$ cat src/rtl/pipe_hazard_ctrl.sv
// Hazard/forwarding controller: tracks in-flight destinations in STAGES slots after decode.
// Optional feature: define PIPE_HAZARD_FWD_EN to enable forwarding; otherwise any match stalls.
module pipe_hazard_opnd #(
  parameter int STAGES   = 2,
  parameter int LOAD_LAT = 2,
  parameter int REG_AW   = 5,
  parameter int SEL_W    = 2
) (
  input  logic                           en,
  input  logic [REG_AW-1:0]              rs,
  input  logic [STAGES-1:0]              s_vld,
  input  logic [STAGES-1:0]              s_wen,
  input  logic [STAGES-1:0]              s_ld,
  input  logic [STAGES-1:0][REG_AW-1:0]  s_rd,
  output logic [SEL_W-1:0]               sel,
  output logic                           hazard
);
  logic [SEL_W-1:0] win;
  logic             hit;
  logic             win_ld;

  // Scan oldest to youngest so the youngest matching producer is left in win.
  always_comb begin
    win    = '0;
    hit    = 1'b0;
    win_ld = 1'b0;
    for (int k = STAGES; k >= 1; k--) begin
      if (en && s_vld[k-1] && s_wen[k-1] && (s_rd[k-1] == rs)) begin
        win    = SEL_W'(k);
        hit    = 1'b1;
        win_ld = s_ld[k-1];
      end
    end
  end

`ifdef PIPE_HAZARD_FWD_EN
  assign sel    = win;
  assign hazard = hit && win_ld && (win < SEL_W'(LOAD_LAT));
`else
  logic unused_fwd;
  assign unused_fwd = ^{win, win_ld, (LOAD_LAT != 0)};
  assign sel    = '0;
  assign hazard = hit;
`endif
endmodule

module pipe_hazard_ctrl #(
  parameter int STAGES   = 2,
  parameter int LOAD_LAT = 2,
  parameter int REG_AW   = 5,
  parameter int COUNT_W  = 32,
  parameter int SEL_W    = $clog2(STAGES+1)
) (
  input  logic               clk,
  input  logic               rst,
  input  logic               id_valid,
  input  logic [REG_AW-1:0]  id_rs1,
  input  logic [REG_AW-1:0]  id_rs2,
  input  logic               id_rs1_used,
  input  logic               id_rs2_used,
  input  logic [REG_AW-1:0]  id_rd,
  input  logic               id_rd_wen,
  input  logic               id_is_load,
  input  logic               ex_redirect,
  input  logic               mem_busy,
  output logic               stall_if,
  output logic               bubble_ex,
  output logic               flush_id,
  output logic [SEL_W-1:0]   fwd_rs1_sel,
  output logic [SEL_W-1:0]   fwd_rs2_sel,
  output logic [COUNT_W-1:0] hz_stall_cnt,
  output logic [COUNT_W-1:0] redirect_cnt
);
  typedef struct packed {
    logic              valid;
    logic [REG_AW-1:0] rd;
    logic              wen;
    logic              is_load;
  } slot_t;

  slot_t [STAGES:1] slot;

  logic [STAGES-1:0]             s_vld, s_wen, s_ld;
  logic [STAGES-1:0][REG_AW-1:0] s_rd;

  for (genvar k = 1; k <= STAGES; k++) begin : g_unpack
    assign s_vld[k-1] = slot[k].valid;
    assign s_wen[k-1] = slot[k].wen;
    assign s_ld[k-1]  = slot[k].is_load;
    assign s_rd[k-1]  = slot[k].rd;
  end

  logic [1:0]             op_en, op_hz;
  logic [1:0][REG_AW-1:0] op_rs;
  logic [1:0][SEL_W-1:0]  op_sel;
  logic                   lu;

  assign op_rs = {id_rs2, id_rs1};
  assign op_en = {id_valid && id_rs2_used && (id_rs2 != '0),
                  id_valid && id_rs1_used && (id_rs1 != '0)};
  assign lu    = |op_hz;

  pipe_hazard_opnd #(
    .STAGES(STAGES), .LOAD_LAT(LOAD_LAT), .REG_AW(REG_AW), .SEL_W(SEL_W)
  ) u_opnd [1:0] (
    .en(op_en), .rs(op_rs), .s_vld(s_vld), .s_wen(s_wen), .s_ld(s_ld), .s_rd(s_rd),
    .sel(op_sel), .hazard(op_hz)
  );

  // Freeze outranks redirect, which outranks load-use; reset forces everything quiet.
  always_comb begin
    stall_if    = 1'b0;
    bubble_ex   = 1'b0;
    flush_id    = 1'b0;
    fwd_rs1_sel = op_sel[0];
    fwd_rs2_sel = op_sel[1];
    if (rst) begin
      fwd_rs1_sel = '0;
      fwd_rs2_sel = '0;
    end else if (mem_busy) begin
      stall_if = 1'b1;
    end else if (ex_redirect) begin
      flush_id = 1'b1;
    end else if (lu) begin
      stall_if  = 1'b1;
      bubble_ex = 1'b1;
    end
  end

  always_ff @(posedge clk) begin
    if (rst) begin
      slot         <= '0;
      hz_stall_cnt <= '0;
      redirect_cnt <= '0;
    end else if (!mem_busy) begin
      if (ex_redirect || lu) slot[1] <= '0;
      else slot[1] <= '{valid: id_valid, rd: id_rd, wen: id_rd_wen, is_load: id_is_load};
      for (int k = 2; k <= STAGES; k++) slot[k] <= slot[k-1];
      if (ex_redirect)  redirect_cnt <= redirect_cnt + 1'b1;
      else if (lu)      hz_stall_cnt <= hz_stall_cnt + 1'b1;
    end
  end
endmodule
$ cat config.mk
export PLATFORM = sky130hd
export DESIGN_NAME = pipe_hazard_ctrl
export DESIGN_NICKNAME = d
export VERILOG_FILES = /design/src/rtl/pipe_hazard_ctrl.sv
export SDC_FILE = /design/constraint.sdc
export NUM_CORES = 1
export LEC_CHECK = 0
export CAP_MARGIN = 20
export CORE_ASPECT_RATIO = 0.5
export CORE_MARGIN = 1
export CORE_UTILIZATION = 33
export CTS_BUF_LIST = sky130_fd_sc_hd__clkbuf_8
export CTS_CLUSTER_DIAMETER = 80
export DETAILED_ROUTE_END_ITERATION = 8
export REMOVE_ABC_BUFFERS = 1
export SKIP_LAST_GASP = 1
export SYNTH_ARGS = -nofsm -noshare
export SYNTH_HDL_FRONTEND = slang
export SYNTH_HIERARCHICAL = 1
export SYNTH_SLANG_ARGS = --single-unit
$ cat constraint.sdc
create_clock -name clk -period 2.9 [get_ports clk]
set_input_delay 0.29 -clock clk [delete_from_list [all_inputs] [get_ports clk]]
set_output_delay 0.29 -clock clk [all_outputs]
set_load 0.01 [all_outputs]
Word level (Yosys, flattened, before mapping)
Index checks and enable logic that the tools add are counted.

word-level totals
  logic and storage cells = 52
  memory bits (read-only) = 0
  bits of input ports = 24
  latch bits = 0
  flip-flop bits (word level) = 78
  memories = 0
  output and inout port bits = 71
  bits in writable memories = 0

operators by class
  shift-type cells = 0
  div/mod/pow operators = 0
  multipliers = 0
  add/subtract/negate cells = 2
  order comparisons = 0
  bitwise operators = 2
  mux-type cells = 14
  equal/unequal tests = 4
  reduce and logical (&&, ||, !) cells = 22

operators by type and width
  cell                                           number
  adder 32 x 1 -> 32 bit, second input constant  2
  == test 5 bit                                  4
  logical AND 1 bit                              16
  two-way mux 1 bit                              13
  nonzero test 5 bit                             2
  two-way mux 8 bit                              1
  AND reduction 3 bit                            1
  NOT 1 bit                                      2
  AND reduction 2 bit                            1
  OR reduction 2 bit                             1
  logical OR 1 bit                               1

Longest topological paths before layout
  depth in word-level cells = 12
  gate-level depth with buffers = 9

By module
Netlist, hierarchy kept.

modules (own cells, without submodules)
  module            instances  seq. area each (um^2)  cells each  area each (um^2)
  pipe_hazard_ctrl  1          1601.5                 398         3547.2
  pipe_hazard_opnd  2          0.0                    18          137.6

Worst setup path after synthesis
No wires, ideal clock.

  kind = input-to-reg
  start point = input id_rs2[1]
  end point = register hz_stall_cnt[6]
  required time = 2.772 ns
  path buffers = 0
  arrival = 2.149 ns
  setup time = 0.128 ns
  cell stages on the path = 9
  setup slack = 0.624 ns
  cells stage by stage = or3_1 -> o311a_1 -> nand4_1 -> o22ai_1 -> nor2_1 -> nor3_1 -> and3_1 -> xnor2_1 -> nor2_1

between the ends
  word-level cells in the longest chain between the ends = 9
  elaborated cells on any way between the ends = 14
  classes of those cells = 2 x eq/ne; 2 x mux; 10 x reduce/logical

RTL lines
  what                             RTL line  source
  start: declaration               58        input logic [REG_AW-1:0] id_rs2,
  nonzero test 5 bit *             99        assign op_en = {id_valid && id_rs2_used && (id_rs2 != '0),
  logical AND 1 bit *              99
  via op_en[1]                     93        logic [1:0] op_en, op_hz;
  logical AND 1 bit (3 in series)  28        if (en && s_vld[k-1] && s_wen[k-1] && (s_rd[k-1] == rs)) begin
  two-way mux 1 bit                28
  two-way mux 1 bit *              28
  via op_hz[1]                     93
  OR reduction 2 bit *             101       assign lu = |op_hz;
  AND reduction 3 bit (no line) *  -
  end signal: assignment           140       else if (lu) hz_stall_cnt <= hz_stall_cnt + 1'b1;
  end: declaration                 71        output logic [COUNT_W-1:0] hz_stall_cnt,

The timed path passes the listed nets; every way through them passes the cells marked *.
A chain may end at the register's enable or synchronous reset.

Worst setup path in the final report
  start point = input id_rs1[1]
  end point = output bubble_ex

between the ends
  word-level cells in the longest chain between the ends = 12
  elaborated cells on any way between the ends = 17
  classes of those cells = 2 x eq/ne; 6 x mux; 9 x reduce/logical

RTL lines
  what                             RTL line  source
  start: declaration               57        input logic [REG_AW-1:0] id_rs1,
  nonzero test 5 bit *             100       id_valid && id_rs1_used && (id_rs1 != '0)};
  logical AND 1 bit *              100
  via op_en[0]                     93
  logical AND 1 bit (3 in series)  28
  two-way mux 1 bit                28
  two-way mux 1 bit *              28
  via op_hz[0]                     93
  OR reduction 2 bit *             101
  two-way mux 1 bit *              124       end else if (lu) begin
  two-way mux 1 bit *              122       end else if (ex_redirect) begin
  two-way mux 1 bit *              120       end else if (mem_busy) begin
  two-way mux 1 bit *              117       if (rst) begin
  end: declaration                 67        output logic bubble_ex,

Marks and branches as above.

==> flow_results.org <==
** Outcome
- The flow ran to the end, and the final reports show no timing, DRC or antenna violations.

** Power and ir drop
- Seq pwr share :: 52.7%
- The analysis attributes to net switching a power of 492.7 µW.
- Lkg Pwr :: 1.777 nW
- Net switching is 23.89% of the power.
- Part of the power in combinational logic :: 6.2%
- Internal power of the cells :: 1.570 mW
- Ratio of total power to cell area :: 405.6 mW/mm²
- Clock share of power :: roughly two fifths
- Across the VDD grid, the largest voltage drop is between 0.15 and 0.2 mV.
- Total chip power :: 2.063 mW

** Clock tree
- Clk sink count :: 78
- Buffers inserted during clock tree synthesis total 9.
- CTS tree :: done
- The cell sitting at the root of the clock tree is a sky130_fd_sc_hd__clkbuf_8.
- Cts hold-fix bufs :: 0
- Insertion delay of the later-clocked pin in the worst-skew pair :: 0.36 ns
- Counting along the longest clock path gives a buffer depth of 2.
- Number of H-tree levels :: 3
- Post-CTS Repair Setup Buffers :: 0
- After clock tree synthesis, the clock-pin slew on the worst setup and hold paths is 0.08 ns.

** Setup path
- WS Path Type :: primary input to output pin
- Required time at the worst-slack endpoint :: 2.61 ns
- CP arrival :: 2.22 ns
- Endpoint kind of the worst setup timing path :: output pin
- STA classifies the critical path startpoint as a primary input.
- Along the worst path, the maximum fanout reaches 7.

** Finish
- Cells with a size suffix above 1 make up 9.023% of the layout.
- Fill cell total of the finished layout :: 1076
- 0 antenna diodes ended up in the layout.
- Registers take 0.001562 mm².
- In the final design database the tool counted 553 nets.
- Summing all multi-input logic gate instances after layout gives 0.002087 mm².
- From synthesis to final layout, the design area changed by 35.36%.

** Global route
- Summed over all layers, the global routing overflow is 0.
- Vias in the first global route :: between 3000 and 4000
- Global routing used 16.08% of the available tracks across all layers.
- Largest net degree at the start of global routing :: 67
- The first global-routing pass estimated 15210 µm of wire.
- The number of antenna violations at the first check in global routing was 0.

** Floorplanning
- The die covers ~0.012 mm².
- Measured along the y axis, the die boundary spans 77.45 µm.
- Number of core rows :: 27
- The floorplan step set the die width to ~150 µm.
- Core area :: 0.01105 mm²
- During I/O placement, the number of pins put on the boundary was 95.
- Effective utilization at floorplan :: 34.01%

** STA
- Post-route worst hold slack :: 0.3356 ns
- Setup repair after global routing left no endpoint under its margin.
- Achievable clock frequency :: 0.3986 GHz
- After routing, the total negative slack on setup checks comes to 0 ns.
- For the pin with the worst max-slew slack, the measured transition is 0.8186 ns.
- On the final layout, the worst clock skew is 0.01325 ns.
- Period minus WS final :: between 2 and 3 ns
- Setup violations remaining at the end of the flow were counted as 0.
- Final count of hold timing violations :: 0
- Dividing the final minimum period by the clock period gives just under 90%.
- Number of max-slew violations in the final report :: 0
- In this run the tightest slew margin relative to its limit is 44.97%.

** Flow run
- Max Cap Viol :: 0

** Hold path
- Worst min-delay path category :: primary input to flip-flop

** Yosys
- Averaged over all synthesized cells, the footprint is between 8 and 9 µm².
- Summing every instance area after synthesis gives 0.003757 mm².
- Number of warnings issued by yosys :: 6
- Synthesis produced 428 cells.

** Detailed routing
- The detail route stage leaves a number of antenna-violating nets equal to 0.
- Detailed-route via count :: about 3200
- Count of routing violations after the opening detailed-route iteration :: 138
- Vias per cell :: 4.774
- Final routed wirelength across all metal layers :: 8791 µm
- Detailed-router iteration count before antenna repair :: 4
- In the routed design, unresolved DRC markers number 0.
- Average routed wire per standard cell :: 12.99 µm

** Placement
- Weighted congestion at the end of routability-driven global placement :: 0.7697
- Detail Placement HPWL :: 6256 µm
- The count of buffers added on input and output ports is 89.
stage by stage:
step | setup WS [ns] | cells | util (%) | area, µm²
floorplan | 0.6369 | 409 | - | 3656
finish | 0.3911 | 677 | 46.04 | 5086
detailed placement | 0.04378 | 661 | 44.09 | 4871
global placement | 0.03612 | 661 | 44.09 | 4871
global route | 0.2645 | 677 | 46.04 | 5086
CTS | 0.02717 | 677 | 45.97 | 5079
final timing paths:
kind               startpoint          endpoint  slack, ns  cells after the start
min                       rst   redirect_cnt[5]       0.34                      2
min reg2reg  hz_stall_cnt[28]  hz_stall_cnt[28]       0.50                      2
max                 id_rs1[1]         bubble_ex       0.39                      9
max reg2reg           s_rd[0]  hz_stall_cnt[30]       0.52                      9
worst max-delay path, cell delays in order:
cell,delay (ns)
sky130_fd_sc_hd__clkdlybuf4s50_1,0.41
sky130_fd_sc_hd__or3_1,0.38
sky130_fd_sc_hd__o311a_1,0.33
sky130_fd_sc_hd__nand4_1,0.10
sky130_fd_sc_hd__o22ai_1,0.09
sky130_fd_sc_hd__nor2_2,0.16
sky130_fd_sc_hd__buf_4,0.19
sky130_fd_sc_hd__nor3_1,0.06
sky130_fd_sc_hd__dlymetal6s2s_1,0.20
state kept, by name, indices dropped and copies added, names as in the netlist:
register / count
s_rd: 10
s_wen: 2
redirect_cnt: 32
s_vld: 2
hz_stall_cnt: 32
per-layer routing:
metal,global-route usage [%],share of wire (%),vias to the layer above
li1,-,-,1683
met1,21.02,51,1505
met2,25.37,45,36
met3,4.525,3.5,8
met4,5.758,1.1,0
met5,0,0,-
timing repair:
action | in CTS | in global routing
hold endpoints to repair | 0 | 0
endpoints found under the setup margin | 0 | 2
resized for setup | 0 | 3
power groups by stage:
stage	Sequential, mW	Combinational [mW]	Clock, mW
global route	1.09	0.140	0.937
detailed placement	1.11	0.130	0
global placement	1.11	0.129	0
CTS	1.09	0.131	0.879
floorplan	1.11	0.0464	0
finish	1.09	0.128	0.848
cell type report:
class / instances / area share (%)
repair buffers: 107 / 20.17
inverters: 6 / 0.4428
clock inverters: 6 / 1.378
clock buffers: 10 / 2.706
well taps: 145 / 3.567
multi-input cells: 325 / 41.03
flip-flops and latches: 78 / 30.70
layout by cell type (no fill, tap or decap), drive strengths merged, types with 8 or more instances in the layout:
cell / count
clkdlybuf4s50: 86
nor2: 82
dfxtp: 78
xor2: 39
xnor2: 35
nand4: 34
nand2: 22
nand3: 21
buf: 19
clkbuf: 10
mux2i: 9
and3: 8
a21oi: 8
nor4: 8
(Power assumes the default switching activity.)
